===== config.mk =====
export PLATFORM = sky130hd
export DESIGN_NAME = line_feed_scheduler
export DESIGN_NICKNAME = d
export VERILOG_FILES = /design/src/rtl/lfs_pkg.sv /design/src/rtl/lfs_credit_counter.sv /design/src/rtl/line_feed_scheduler.sv
export SDC_FILE = /design/constraint.sdc
export NUM_CORES = 1
export LEC_CHECK = 0
export BUFFER_PORTS_ARGS = -buffer_cell sky130_fd_sc_hd__buf_4
export CAP_MARGIN = 0
export CORE_ASPECT_RATIO = 0.6
export CORE_UTILIZATION = 60
export CTS_BUF_LIST = sky130_fd_sc_hd__clkbuf_2 sky130_fd_sc_hd__clkbuf_4 sky130_fd_sc_hd__clkbuf_8
export DETAILED_ROUTE_END_ITERATION = 8
export MAX_ROUTING_LAYER = met4
export PLACE_DENSITY_LB_ADDON = 0.3
export SYNTH_ARGS = -nofsm -noshare
export SYNTH_HDL_FRONTEND = slang
export SYNTH_SLANG_ARGS = --single-unit

===== constraint.sdc =====
create_clock -name i_clk -period 6.2 [get_ports i_clk]
set_input_delay 0 -clock i_clk [delete_from_list [all_inputs] [get_ports i_clk]]
set_output_delay 0 -clock i_clk [all_outputs]
set_load 0.05 [all_outputs]

===== src/rtl/lfs_pkg.sv =====
// Shared types and derived constants for the line feed scheduler.
// LINE_FEED_PAD_EN adds an all-zero line before and after the source frame.
package lfs_pkg;

  typedef enum logic [1:0] {
    IDLE  = 2'd0,
    FEED  = 2'd1,
    DRAIN = 2'd2,
    DONE  = 2'd3
  } lfs_state_e;

  function automatic int col_w(input int img_width);
    return (img_width > 1) ? $clog2(img_width) : 1;
  endfunction

  function automatic int cnt_w(input int img_height);
    return $clog2(img_height + 3);
  endfunction

  function automatic int credit_w(input int prefill_lines);
    return $clog2(prefill_lines + 1);
  endfunction

`ifdef LINE_FEED_PAD_EN
  // Two synthetic zero lines surround the frame, so the 3x3 window yields one output line per source line.
  function automatic int total_lines(input int img_height);
    return img_height + 2;
  endfunction

  function automatic int expected_intr(input int img_height);
    return img_height;
  endfunction
`else
  function automatic int total_lines(input int img_height);
    return img_height;
  endfunction

  function automatic int expected_intr(input int img_height);
    return img_height - 2;
  endfunction
`endif

endpackage


===== src/rtl/lfs_credit_counter.sv =====
// Line credit counter: one credit per line the window controller can still buffer.
// Simultaneous release and consumption cancel; a release at full credit is flagged as an error.
module lfs_credit_counter #(
  parameter int PREFILL_LINES = 4,
  parameter int CRED_W        = 3
) (
  input  logic              clk_i,
  input  logic              rst_n_i,
  input  logic              load_i,
  input  logic              inc_i,
  input  logic              dec_i,
  input  logic              bad_i,
  output logic [CRED_W-1:0] credit_o,
  output logic              err_o
);

  localparam logic [CRED_W-1:0] CRED_FULL = CRED_W'(PREFILL_LINES);

  logic [CRED_W-1:0] credit_q, credit_d;
  logic              err_q, err_d;

  always_comb begin
    credit_d = credit_q;
    err_d    = err_q;
    if (load_i) begin
      credit_d = CRED_FULL;
      err_d    = 1'b0;
    end else begin
      if (inc_i && !dec_i) begin
        if (credit_q == CRED_FULL) begin
          err_d = 1'b1;
        end else begin
          credit_d = credit_q + 1'b1;
        end
      end else if (dec_i && !inc_i && (credit_q != '0)) begin
        credit_d = credit_q - 1'b1;
      end
      if (bad_i) begin
        err_d = 1'b1;
      end
    end
  end

  always_ff @(posedge clk_i or negedge rst_n_i) begin
    if (!rst_n_i) begin
      credit_q <= '0;
      err_q    <= 1'b0;
    end else begin
      credit_q <= credit_d;
      err_q    <= err_d;
    end
  end

  assign credit_o = credit_q;
  assign err_o    = err_q;

endmodule


===== src/rtl/line_feed_scheduler.sv =====
// Meters the source pixel stream into the 4-line window controller using line credits.
// LINE_FEED_PAD_EN: emit one all-zero line before the first and after the last source line.
module line_feed_scheduler
  import lfs_pkg::*;
#(
  parameter int IMG_WIDTH     = 512,
  parameter int IMG_HEIGHT    = 512,
  parameter int PREFILL_LINES = 4,
  parameter int DATA_W        = 8
) (
  input  logic              i_clk,
  input  logic              i_rst_n,
  input  logic              i_start,
  input  logic [DATA_W-1:0] i_src_data,
  input  logic              i_src_valid,
  output logic              o_src_ready,
  output logic [DATA_W-1:0] o_pix_data,
  output logic              o_pix_valid,
  input  logic              i_lb_intr,
  output logic              o_busy,
  output logic              o_frame_done,
  output logic              o_err_intr
);

  localparam int COL_W  = col_w(IMG_WIDTH);
  localparam int CNT_W  = cnt_w(IMG_HEIGHT);
  localparam int CRED_W = credit_w(PREFILL_LINES);

  localparam logic [COL_W-1:0] COL_LAST  = COL_W'(IMG_WIDTH - 1);
  localparam logic [CNT_W-1:0] LINE_LAST = CNT_W'(total_lines(IMG_HEIGHT) - 1);
  localparam logic [CNT_W-1:0] INTR_EXP  = CNT_W'(expected_intr(IMG_HEIGHT));

  lfs_state_e        state_q;
  logic [COL_W-1:0]  col_q;
  logic [CNT_W-1:0]  line_q;
  logic [CNT_W-1:0]  intr_q;
  logic [DATA_W-1:0] pix_data_q;
  logic              pix_valid_q;

  logic [CRED_W-1:0] credit;
  logic              busy;
  logic              in_feed;
  logic              has_credit;
  logic              pad_line;
  logic              adv;
  logic              line_done;
  logic              intr_cnt_inc;
  logic [CNT_W-1:0]  intr_d;

  assign busy       = (state_q == FEED) || (state_q == DRAIN);
  assign in_feed    = (state_q == FEED);
  assign has_credit = (credit != '0);

`ifdef LINE_FEED_PAD_EN
  assign pad_line = (line_q == '0) || (line_q == LINE_LAST);
`else
  assign pad_line = 1'b0;
`endif

  // Pad lines advance one pixel per cycle on their own; source lines advance on handshake.
  assign o_src_ready  = in_feed && has_credit && !pad_line;
  assign adv          = in_feed && has_credit && (pad_line || i_src_valid);
  assign line_done    = adv && (col_q == COL_LAST);
  assign intr_cnt_inc = i_lb_intr && busy;
  assign intr_d       = intr_q + CNT_W'(intr_cnt_inc);

  lfs_credit_counter #(
    .PREFILL_LINES (PREFILL_LINES),
    .CRED_W        (CRED_W)
  ) u_credit (
    .clk_i    (i_clk),
    .rst_n_i  (i_rst_n),
    .load_i   ((state_q == IDLE) && i_start),
    .inc_i    (intr_cnt_inc),
    .dec_i    (line_done),
    .bad_i    (i_lb_intr && !busy),
    .credit_o (credit),
    .err_o    (o_err_intr)
  );

  always_ff @(posedge i_clk or negedge i_rst_n) begin
    if (!i_rst_n) begin
      state_q     <= IDLE;
      col_q       <= '0;
      line_q      <= '0;
      intr_q      <= '0;
      pix_data_q  <= '0;
      pix_valid_q <= 1'b0;
    end else begin
      pix_valid_q <= adv;
      if (adv) begin
        pix_data_q <= pad_line ? '0 : i_src_data;
      end
      if (busy) begin
        intr_q <= intr_d;
      end
      case (state_q)
        IDLE: begin
          if (i_start) begin
            state_q <= FEED;
            col_q   <= '0;
            line_q  <= '0;
            intr_q  <= '0;
          end
        end
        FEED: begin
          if (adv) begin
            if (col_q == COL_LAST) begin
              col_q  <= '0;
              line_q <= line_q + 1'b1;
              if (line_q == LINE_LAST) begin
                state_q <= DRAIN;
              end
            end else begin
              col_q <= col_q + 1'b1;
            end
          end
        end
        // An interrupt arriving this cycle counts toward completion.
        DRAIN: begin
          if (intr_d >= INTR_EXP) begin
            state_q <= DONE;
          end
        end
        DONE:    state_q <= IDLE;
        default: state_q <= IDLE;
      endcase
    end
  end

  assign o_pix_data   = pix_data_q;
  assign o_pix_valid  = pix_valid_q;
  assign o_busy       = busy;
  assign o_frame_done = (state_q == DONE);

endmodule


Yosys cells after proc, flatten, opt, wreduce, memory -nomap -nowiden

Cells that the tools add are included.

$add $sub $neg: 5
Multipliers: 0
Divide/modulo/power cells: 0
Magnitude comparators: 1
Equal/unequal tests: 12
Shift-type cells: 0
Mux-type cells: 25
Bitwise operators: 0
Reduce and logical (&&, ||, !) cells: 24

Operators by type and width:

| cell                                                                     | count |
|---|---|
| 10-bit two-way mux                                                       | 6 |
| 9-bit two-way mux                                                        | 3 |
| 10-bit one-hot mux with 2 select lines                                   | 1 |
| 9-bit one-hot mux with 2 select lines                                    | 1 |
| 3-bit two-way mux                                                        | 4 |
| 3-bit nonzero test                                                       | 4 |
| 10-bit by 1-bit adder with 10-bit output                                 | 1 |
| 10-bit by 1-bit adder with 10-bit output (second input constant)         | 1 |
| 10-bit by 9-bit == test with 1-bit output (second input constant)        | 1 |
| 10-bit by 9-bit >= comparator with 1-bit output (second input constant)  | 1 |
| 2-bit two-way mux                                                        | 5 |
| 9-bit by 1-bit adder with 9-bit output (second input constant)           | 1 |
| 9-bit == test (second input constant)                                    | 1 |
| 1-bit logical AND                                                        | 9 |
| 2-bit by 1-bit inequality test with 1-bit output (second input constant) | 4 |
| 2-bit one-hot mux with 4 select lines                                    | 1 |
| 5-bit AND reduction                                                      | 1 |
| 2-bit == test (second input constant)                                    | 2 |
| 1-bit two-way mux                                                        | 4 |
| 2-bit AND reduction                                                      | 2 |
| 4-bit AND reduction                                                      | 1 |
| 3-bit by 1-bit adder with 3-bit output (second input constant)           | 1 |
| 3-bit == test (second input constant)                                    | 1 |
| 1-bit zero test                                                          | 3 |
| other kinds (8)                                                          | 8 |

Register bits after elaboration: 44
Latch bits: 0
Bits in writable memories: 0
Memory bits (read-only): 0
Bits of input ports: 13
Output and inout bits: 13
Word-level logic and storage cells: 75
Memories kept: 0

Longest topological paths before layout

Gate-level depths: netlist (run 1).

Depth in word-level cells: 9
Gate-level depth with buffers: 11

Cells and area by module

A second synthesis (run 1) with hierarchy kept.

Cells, all modules: 266
Area, all modules: 2524.9 µm²

By module, submodules not included:

| module              | instances | cells an instance | area each (µm²) |
|---|---|---|---|
| line_feed_scheduler | 1         | 235               | 2242.2 |
| lfs_credit_counter  | 1         | 31                | 282.8 |

Worst setup path before layout (run 1)

No wires, ideal clock.

Kind: register to register
Start point: register state_q[0]
End point: register state_q[0]
Library setup time: 86 ps
Arrival time: 2714 ps
Path slack: 3400 ps
Stages on the path, launching flop included: 11
Buffers on the path: 0
Clock period less this slack: 2800 ps
Cells stage by stage: dfrtp_1 -> inv_1 -> ha_1 -> nand2_1 -> inv_1 -> ha_1 -> nand4_1 -> or3_1 -> a221oi_2 -> a211oi_1 -> nor3_1

Longest elaborated chain between the ends: 7
Elaborated cells on any way between the ends: 17

Ends and longest elaborated chain:

| item                                                                             | line                       | source |
|---|---|---|
| start, declared                                                                  | line_feed_scheduler.sv:33  | `lfs_state_e state_q;` |
| start signal, assigned                                                           | line_feed_scheduler.sv:83  | `state_q <= IDLE;` |
| start signal, assigned                                                           | line_feed_scheduler.sv:100 | `state_q <= FEED;` |
| start signal, assigned                                                           | line_feed_scheduler.sv:112 | `state_q <= DRAIN;` |
| 2-bit by 1-bit == test with 1-bit output / 2-bit == test (equally long branches) | line_feed_scheduler.sv:50  | `assign busy = (state_q == FEED) \|\| (state_q == DRAIN);` |
| 1-bit logical OR (*)                                                             | line_feed_scheduler.sv:50  |  |
| via o_busy                                                                       | line_feed_scheduler.sv:20  | `output logic o_busy,` |
| 1-bit logical AND (*)                                                            | line_feed_scheduler.sv:64  | `assign intr_cnt_inc = i_lb_intr && busy;` |
| 10-bit by 1-bit adder with 10-bit output (*)                                     | line_feed_scheduler.sv:65  | `assign intr_d = intr_q + CNT_W'(intr_cnt_inc);` |
| 10-bit by 9-bit >= comparator with 1-bit output (*)                              | line_feed_scheduler.sv:121 | `if (intr_d >= INTR_EXP) begin` |
| 2-bit by 1-bit inequality test with 1-bit output (no source line) (*)            | -                          |  |
| 5-bit AND reduction (no source line) (*)                                         | -                          |  |

Mark *: on every way through the listed nets, which the timed path passes. The rest lies on a longest branch.
A chain may end at the register's enable or synchronous reset.

Worst setup path after layout (run 1)

Start point: register state_q[0]
End point: register state_q[0]

Longest elaborated chain between the ends: 7
Elaborated cells on any way between the ends: 17

Ends and longest elaborated chain:

| item                                                                             | line |
|---|---|
| 2-bit by 1-bit == test with 1-bit output / 2-bit == test (equally long branches) | line_feed_scheduler.sv:50, line_feed_scheduler.sv:51, line_feed_scheduler.sv:97 |
| 1-bit logical OR                                                                 | line_feed_scheduler.sv:50 |
| 1-bit logical AND                                                                | line_feed_scheduler.sv:64 |
| 10-bit by 1-bit adder with 10-bit output                                         | line_feed_scheduler.sv:65 |
| 10-bit by 9-bit >= comparator with 1-bit output                                  | line_feed_scheduler.sv:121 |
| 2-bit by 1-bit inequality test with 1-bit output (no source line)                | - |
| 5-bit AND reduction (no source line)                                             | - |

Parallel ways exist; a longest one is shown, timed or not.

==> flow_summary.toml, run 1 <==
[floorplanning]
io_pins = 26
die_area_mm2 = 0.00440
rows = 17
core_mm2 = 0.00381
initial_core_util_pct = 65.0
fp.dieH_um = 51.8
die_w_um = 84.9

[synthesis]
synth_enable_flop_cells = 0
async_flop_share_pct = 100
yosys_warnings = 0
syn-mean-instance-area_um2 = 9.20
synthCells = 269
ys.flop_type = "dfrtp_1"
ys_seq_area_share_pct = 44.5
synth_area_mm2 = 0.00248
synthTopCellsByArea = "dfrtp_1 44%, nand2_1 7.1%, ha_1 4.5%"
synth_cell_type_count = 50
ys_ff_latch = 44
yosys.area.top_type_share_pct = 44.5
synth_top_area_cell = "dfrtp_1"
syn_nets = 292

[timing]
fin_setup_tns_ns = 0
finClkSkew_ns = 0.00288
hold_viol_final = 0
rsz0062_at_grt = "false"
fmax_mhz = 318
slew_violations = 0
setup_ws_ns = 3.05
relSlewSlack_pct = 58.3
fin_crit_sh_pct = 50.7
post-route-min-period_ns = 3.15
whs_ns = 0.124
setup_viol = 0
worstMarginPinSlew_ns = 0.625

[finish]
multi_input_area_mm2 = 0.00130
area_growth_pct = 17.0
drive_above_1_share_pct = 13.1
final_cell_area_mm2 = 0.00290
seqCellArea_mm2 = 0.00110
fill_cells = 261
diodes = 0
finalNetCount = 328

[clocking]
numCtsBuffers = 5
clkTransAtPathRegs_ns = 0.08
clockBufferDepth = 2
cts_tree = "built"
postCtsResizedCells = 0
cts.htree.levels = 2
root_buffer = "clkbuf_8"
clock_latency_ns = 0.29
post_cts_buffers = 0
cts_sinks = 44

[worst_setup_path]
startpoint = "state_q[0]"
arrival_ns = 3.36
cp.required_ns = 6.41
rr_startpoint = "state_q[0]"
regToRegSetupSlack_ns = 3.05
crit_type = "flop to flop"
startpoint_type = "flop"
cp-endpoint = "state_q[0]"
cp-end-kind = "flop"
r2r-end = "state_q[0]"
reg2reg_depth = 10
cp_max_fo = 13

[route]
via_per_inst = 6.01
wl_um = 5450
ant_nets = 0
dr.pass1.iters = 5
wire_per_inst_um = 15.5
initialDrtViolationCount = 118
via_count = 2116
drc_errors = 0

[power_and_ir_drop]
fin_total_pwr_mw = 1.28
p_int_uw = 674
pwr-share-seq_pct = 34.8
pwr_density_cell_mw_per_mm2 = 443
switching_share_pct = 47.5
vdd_ir_drop_max_mv = 0.347
p_clk_share_pct = 15.0
leakagePower_nw = 1.32
pwr-share-comb_pct = 50.1
switching_power_uw = 609

[global_route]
antenna_found_initial = 0
grt_first_pass_wirelength_um = 9210
grt.total_usage_pct = 28.2
grt_max_degree = 45
first_global_vias = 2019
grt_overflow_total = 0

[placement]
hpwlAfterDp_um = 3590
gp_congestion = 0.875
pre_cts_slack_ns = 3.15
placed_area_mm2 = 0.00269
io_buffers = 25

[run_status]
status = "complete, no violations"

[run]
cap_violations = 0

[min_path]
hp-class = "input port to flop"
power groups by stage:
stage	logic (mW)	clock network [mW]	registers [mW]
5_1_grt	0.705	0.206	0.456
3_5_place_dp	0.630	0	0.446
6_report	0.643	0.193	0.446
2_1_floorplan	0.426	0	0.497
3_3_place_gp	0.617	0	0.441
4_1_cts	0.639	0.195	0.442
flip-flops by register name, summed over array words and instances, names as in the netlist:
name               count
state_q                2
u_credit.credit_o      3
line_q                10
o_pix_data             8
intr_q                10
u_credit.err_o         1
o_pix_valid            1
col_q                  9
cells in the mapped netlist (4+ instances only):
cell type	count
ha_1	9
a22o_1	5
o21ai_0	12
inv_1	11
xor2_1	8
or3_1	6
mux2i_1	4
nor2_1	26
nand3_1	13
nor3_1	8
xnor2_1	6
buf_2	4
dfrtp_1	44
nand4_1	11
a21oi_1	6
nand2_1	47
worst min-delay path by stage:
stage	slack [ns]	cells after the start	to	start
2_1_floorplan	-0.30	0	col_q[0]	i_rst_n
3_3_place_gp	0.03	1	line_q[3]	i_rst_n
3_5_place_dp	0.03	1	line_q[3]	i_rst_n
4_1_cts	0.12	4	o_pix_data[4]	i_src_valid
5_1_grt	0.12	4	o_pix_data[5]	i_src_valid
6_report	0.12	4	o_pix_data[3]	i_src_valid
stage by stage:
step / utilization [%] / cells
floorplan: - / 269
global placement: 70.7 / 334
detailed placement: 70.7 / 334
CTS: 76.1 / 352
global route: 76.1 / 352
finish: 76.1 / 352
repair_timing:
item                                    CTS  global route
endpoints found under the hold margin    54             0
hold buffers                             11             0
endpoints found under the setup margin    0             0
metal layers:
| metal | global-route usage (%) | vias to the layer above | part of all wire (%) |
|---|---|---|---|
| met2 | 45.0 | 67 | 46 |
| met4 | 7.91 | 0 | 1.1 |
| met3 | 6.35 | 9 | 5.4 |
| met1 | 37.2 | 1016 | 48 |
| li1 | - | 1024 | - |
| met5 | - | - | 0 |
cell usage in the layout, fill, tap and decap left out, types with 8 or more instances in the layout:
cell / instances
nor3_1: 8
nor2_1: 26
o21ai_0: 12
nand4_1: 11
ha_1: 9
dfrtp_1: 44
nand3_1: 13
inv_1: 11
xor2_1: 8
buf_4: 25
nand2_1: 47
dlygate4sd3_1: 11
logic make-up after synthesis:
group                      synth area share (%)
buffers and inverters                      3.18
AOI/OAI and AO/OA                          16.1
and+or+nand+nor                            24.4
muxes                                      1.62
adders and majority gates                  5.36
xor gates and xnor gates                   4.95
DFF                                        44.5
final cells by class:
cell class / instances / share of cell area [%]
tap: 47 / 2.03
multi-input combinational: 206 / 44.7
inverter: 12 / 1.64
timing repair buffer: 36 / 10.3
clock buffer: 7 / 3.32
sequential: 44 / 38.0
critical path: stages (launching register included):
cell	delay (ns)
dfrtp_1	0.43
inv_1	0.10
ha_1	0.58
nand2_1	0.21
inv_1	0.13
ha_1	0.23
nand4_1	0.30
or3_1	0.42
a221oi_2	0.37
a211oi_1	0.13
nor3_1	0.17
No activity file was read; power rests on OpenSTA's default activity.
==> inputs of run 2 (changes only) <==
ABC_AREA = 1   (was not set)
CORE_UTILIZATION = 55   (was 60)
clock period = 2.7 ns   (was 6.2 ns; I/O delays follow)
==> run 2 against run 1 <==
Register-to-register slack lost 2.9 ns. Synthesized cell count up 22%. Maximum frequency rose by 25%. Critical endpoint unchanged. Die area is 12% higher. Highest routed layer unchanged. First-iteration DRC count is 2.5% lower. Clock-buffer cell count down 2. Worst setup slack worse by 2.9 ns. Largest cell class unchanged.
==> flow_summary.toml, run 2 <==
[run_status]
status = "complete, no violations"

[power_and_ir_drop]
switching_share_pct = 49.6
pwr-share-comb_pct = 54.2
vdd_ir_drop_max_mv = 0.470
switching_power_mw = 1.72
p_int_mw = 1.75
p_clk_share_pct = 14.9
leakagePower_nw = 1.46
fin_total_pwr_mw = 3.47
pwr_density_cell_mw_per_mm2 = 1150
pwr-share-seq_pct = 30.9

[timing]
slew_violations = 0
relSlewSlack_pct = 63.0
fmax_mhz = 397
fin_setup_tns_ns = 0
post-route-min-period_ns = 2.52
finClkSkew_ns = 0.0120
hold_viol_final = 0
worstMarginPinSlew_ns = 0.555
setup_viol = 0
fin_crit_sh_pct = 93.3

[route]
met3_length_um = 347
wire_per_inst_um = 12.8
dr.pass1.iters = 5
routed-wl-met2_um = 2210
via_per_inst = 5.19
wl_met1_um = 2910
ant_nets = 0
wl_um = 5500
initialDrtViolationCount = 115
routed.top_layer = "met4"
drc_errors = 0
via_count = 2223

[synthesis]
ys.flop_type = "dfrtp_1"
synthCells = 328
synth_enable_flop_cells = 0
syn-mean-instance-area_um2 = 7.77
yosys_warnings = 0
synth_area_mm2 = 0.00255
yosysMostFrequentCell = "nand2_1"
yosys.area.top_type_share_pct = 43.2
ys_ff_latch = 44
async_flop_share_pct = 100
syn_nets = 351
ys_seq_area_share_pct = 43.2
synthTopCellsByArea = "dfrtp_1 43%, nand2_1 13%, inv_1 5.4%"
synth_cell_type_count = 35
synth_top_area_cell = "dfrtp_1"
synth_commonest_cells = "90 x nand2_1, 44 x dfrtp_1, 37 x inv_1, 25 x nand3_1, 24 x nor2_1"

[min_path]
whs_path_depth = 3
min_from = "i_lb_intr"
hp-class = "input port to flop"
hold-path-endpoint = "u_credit.err_o"

[finish]
area_growth_pct = 18.0
layout_common_cells = "90 x nand2_1, 44 x dfrtp_1, 37 x inv_1"
diodes = 0
finalNetCount = 390
drive_above_1_share_pct = 17.9
reg_top3 = "intr_q (10), line_q (10), col_q (9)"
mostFrequentLayoutCell = "nand2_1"
fill_cells = 345
post-route-util_pct = 70.3

[floorplanning]
io_pins = 26
core_mm2 = 0.00428
die_w_um = 89.9
rows = 18
initial_core_util_pct = 59.6
fp.dieH_um = 54.7
die_area_mm2 = 0.00492

[global_route]
first_global_vias = 1969
grt_overflow_total = 0
antenna_found_initial = 0
grt_first_pass_wirelength_um = 9180
grt_max_degree = 45
grt.total_usage_pct = 25.0

[placement]
io_buffers = 25
hpwlAfterDp_um = 3910
gp_congestion = 0.889

[worst_setup_path]
rr_startpoint = "state_q[0]"
cp.required_ns = 2.89
startpoint_type = "flop"
reg2reg_depth = 17
cp-end-kind = "flop"
cp_max_fo = 4
arrival_ns = 2.71
crit_type = "flop to flop"
regToRegSetupSlack_ns = 0.18
r2r-end = "state_q[0]"

[clocking]
numCtsBuffers = 5
clkTransAtPathRegs_ns = 0.09
clock_latency_ns = 0.30
cts_sinks = 44
cts.htree.levels = 2
root_buffer = "clkbuf_8"
clockBufferDepth = 2
cts_tree = "built"

[run]
cap_violations = 0
-- run 2: cell count changes after synthesis, moves of 3 or more --
cell	before	now
nand2_1	47	90
inv_1	11	37
nand3_1	13	25
a21oi_1	6	14
o21ai_0	12	19
nor2_2	0	6
or3_1	6	0
xnor2_1	6	0
a22o_1	5	0
inv_2	0	5
nand2_2	0	5
mux2i_1	4	0
nand4_1	11	7
nor2b_1	3	0
-- run 2: cell families (layout without fill, tap and decap cells) --
kind of cell | after synthesis | after routing | share of synthesized area (%)
adder cells (fa/ha/maj) | 10 | 10 | 5.20
buffers and inverters | 49 | 89 | 8.44
AND/OR/NAND/NOR | 171 | 171 | 30.4
XOR/XNOR | 6 | 6 | 2.06
flip-flops | 44 | 44 | 43.2
AO/OA/AOI/OAI | 48 | 48 | 10.7
-- run 2: layout make-up --
type / count / area [um2] / share of cell area, %
inverter: 43 / 166 / 5.53
multi-input combinational: 235 / 1240 / 41.3
timing repair buffer: 38 / 308 / 10.2
tap: 60 / 75.1 / 2.50
clock buffer: 5 / 68.8 / 2.29
sequential: 44 / 1100 / 36.6
clock inverter: 3 / 46.3 / 1.54
-- run 2: how the worst max path moves through the flow --
stage	slack [ns]	start	end	cells after the start
2_1_floorplan	0.17	state_q[1]	state_q[1]	17
3_3_place_gp	0.33	state_q[0]	state_q[0]	17
3_5_place_dp	0.20	state_q[1]	state_q[0]	17
4_1_cts	0.18	state_q[1]	state_q[0]	17
5_1_grt	-0.03	state_q[0]	state_q[1]	17
6_report	0.18	state_q[0]	state_q[0]	17
-- run 2: timing repair --
| action | CTS | global route |
|---|---|---|
| endpoints found under the setup margin | 0 | 3 |
| hold endpoints to repair | 52 | 0 |
| setup buffers | 0 | 2 |
| gates resized for setup | 0 | 2 |
| hold buffers | 9 | 0 |
-- run 2: metal layers --
layer | GRT usage (%) | vias to the layer above
li1 | - | 1130
met1 | 35.0 | 1007
met2 | 37.7 | 80
met3 | 5.83 | 6
met4 | 4.30 | 0
met5 | - | -
-- run 2: through the flow --
stage | cell area (um2) | instances | hold slack, ns | setup WS [ns]
after floorplan | 2550 | 328 | -0.296 | 0.165
after global placement | 2780 | 409 | 0.0287 | 0.332
after detailed placement | 2780 | 409 | 0.0257 | 0.200
after CTS | 2990 | 426 | 0.0441 | 0.177
after global routing | 3010 | 428 | 0.0480 | -0.0328
final | 3010 | 428 | 0.0382 | 0.182
-- run 2: power groups by stage --
stage	sequential [mW]	clock [mW]	combinational [mW]
after global placement	1.08	0	1.78
after global routing	1.10	0.550	2.09
final	1.07	0.517	1.88
after CTS	1.07	0.524	1.85
after detailed placement	1.08	0	1.83
after floorplan	1.26	0	1.20
-- run 2: worst max-delay path, stage by stage, from the launching register on --
cell     delay [ns]
dfrtp_1        0.40
inv_1          0.08
ha_2           0.33
nand2_1        0.10
inv_1          0.14
ha_1           0.19
ha_1           0.21
nand2_1        0.14
nor2_4         0.15
nand3_1        0.08
nand2_1        0.07
nand2_1        0.06
nor2_1         0.11
nand3_1        0.08
nand2_1        0.10
nand2_1        0.07
nand2_1        0.06
nand2_1        0.05
==> inputs of run 3 (changes only) <==
SETUP_SLACK_MARGIN = 0.5   (was not set)
==> run 3 against run 2 <==
Clock power shrank 20%. Combinational power grew 13%. Die area did not move. Maximum frequency rose by 14%. Via count grew 3.8%. Non-clock buffer count increased by 6. First-iteration DRC count decreased by 15%. Flip-flop and latch count stayed put. Clock skew shrank 0.0072 ns. Critical endpoint is now u_credit.credit_o[1]. Largest power group unchanged.
==> flow_summary.toml, run 3 (synthesis gave the netlist of run 2 again) <==
[run_status]
status = "complete, no violations"

[clocking]
cts_sinks = 44
clock_latency_ns = 0.31
clockBufferDepth = 2
numCtsBuffers = 5
cts.htree.levels = 2
clkTransAtPathRegs_ns = 0.09
cts_tree = "built"
root_buffer = "clkbuf_8"

[global_route]
antenna_found_initial = 0
grt_first_pass_wirelength_um = 9740
grt_max_degree = 45
first_global_vias = 2116
grt.total_usage_pct = 26.5
grt_overflow_total = 0

[worst_setup_path]
reg2reg_depth = 11
crit_type = "flop to flop"
arrival_ns = 2.40
regToRegSetupSlack_ns = 0.49
startpoint_type = "flop"
cp-end-kind = "flop"
cp_max_fo = 4
cp.required_ns = 2.89
r2r-end = "u_credit.credit_o[1]"
rr_startpoint = "col_q[0]"

[finish]
mostFrequentLayoutCell = "nand2_1"
finalNetCount = 397
area_growth_pct = 24.7
reg_top3 = "intr_q (10), line_q (10), col_q (9)"
drive_above_1_share_pct = 24.9
diodes = 0
layout_common_cells = "82 x nand2_1, 44 x dfrtp_1, 35 x buf_4"

[timing]
finClkSkew_ns = 0.00482
worstMarginPinSlew_ns = 0.572
post-route-min-period_ns = 2.21
relSlewSlack_pct = 61.9
fmax_mhz = 453
setup_viol = 0
fin_crit_sh_pct = 81.7
slew_violations = 0
fin_setup_tns_ns = 0
hold_viol_final = 0
rsz0062_at_grt = "true"

[floorplanning]
die_w_um = 89.9
io_pins = 26
core_mm2 = 0.00428
fp.dieH_um = 54.7
initial_core_util_pct = 59.6
rows = 18
die_area_mm2 = 0.00492

[route]
drc_errors = 0
wire_per_inst_um = 14.0
via_per_inst = 5.32
ant_nets = 0
wl_um = 6060
initialDrtViolationCount = 98
dr.pass1.iters = 4
via_count = 2307

[min_path]
whs_path_depth = 3
hold-path-endpoint = "u_credit.err_o"
hp-class = "input port to flop"
min_from = "i_lb_intr"

[power_and_ir_drop]
pwr_density_cell_mw_per_mm2 = 1140
leakagePower_nw = 1.51
fin_total_pwr_mw = 3.63
vdd_ir_drop_max_mv = 0.758

[placement]
hpwlAfterDp_um = 3880
gp_congestion = 0.919
io_buffers = 25

[run]
cap_violations = 0
[run 3: cell count changes in the layout (fill, tap and decap cells not counted), sizes merged]
cell	previous run	this run
buf	29	35
a21oi	16	17
bufinv	1	0
clkinv	0	1
inv	44	43
[run 3: final cells by class]
class                           instances  area, um2
Clock buffer                            5       68.8
Timing Repair Buffer                   44        353
Multi-Input combinational cell        236       1400
Sequential cell                        44       1100
Tap cell                               60       75.1
Clock inverter                          2       12.5
Fill cell                             323       1100
Inverter                               43        171
[run 3: worst max-delay path by stage]
stage	start	to	slack (ns)	cells after the start
floorplan	state_q[0]	state_q[1]	0.51	17
finish	col_q[0]	u_credit.credit_o[1]	0.49	11
CTS	state_q[1]	state_q[1]	0.52	17
global route	col_q[0]	line_q[6]	0.39	11
global placement	state_q[0]	state_q[1]	0.31	17
detailed placement	state_q[0]	state_q[1]	0.28	17
[run 3: critical path, stage by stage, from the launching register on]
cell,delay (ns)
dfrtp_1,0.36
ha_2,0.19
inv_2,0.04
nor3_2,0.15
inv_2,0.09
nor4_4,0.29
ha_4,0.21
nand2_2,0.09
nand2_4,0.10
fa_1,0.43
nand2_2,0.09
a21oi_2,0.04
[run 3: per-stage QoR]
stage	hold slack, ns	setup slack [ns]	std cells	util (%)	instance area (um2)
2_1_floorplan	-0.296	0.510	328	-	2600
3_3_place_gp	0.0347	0.314	408	65.8	2820
3_5_place_dp	0.0353	0.275	408	65.8	2820
4_1_cts	0.0154	0.521	428	71.0	3040
5_1_grt	0.0267	0.387	434	74.3	3180
6_report	0.0109	0.494	434	74.3	3180
[run 3: repair_timing]
| action | in CTS | in global routing |
|---|---|---|
| hold buffers | 9 | 0 |
| pin swaps | 3 | 15 |
| setup endpoints to repair | 10 | 19 |
| gates resized for setup | 4 | 26 |
| hold endpoints to repair | 52 | 0 |
| buffers inserted | 4 | 5 |
| cloned | 0 | 1 |
[run 3: power by group]
| group | internal (mW) | switching [mW] | leakage, nW |
|---|---|---|---|
| Clock | 0.176 | 0.240 | 0.0400 |
| Sequential | 0.874 | 0.210 | 0.573 |
| Combinational | 0.715 | 1.42 | 0.898 |
[run 3: metal layers]
layer | part of all wire, % | GRT usage, %
met1 | 50 | 36.3
met2 | 44 | 40.6
met3 | 5.4 | 4.72
met4 | 1.0 | 8.60
met5 | 0 | -
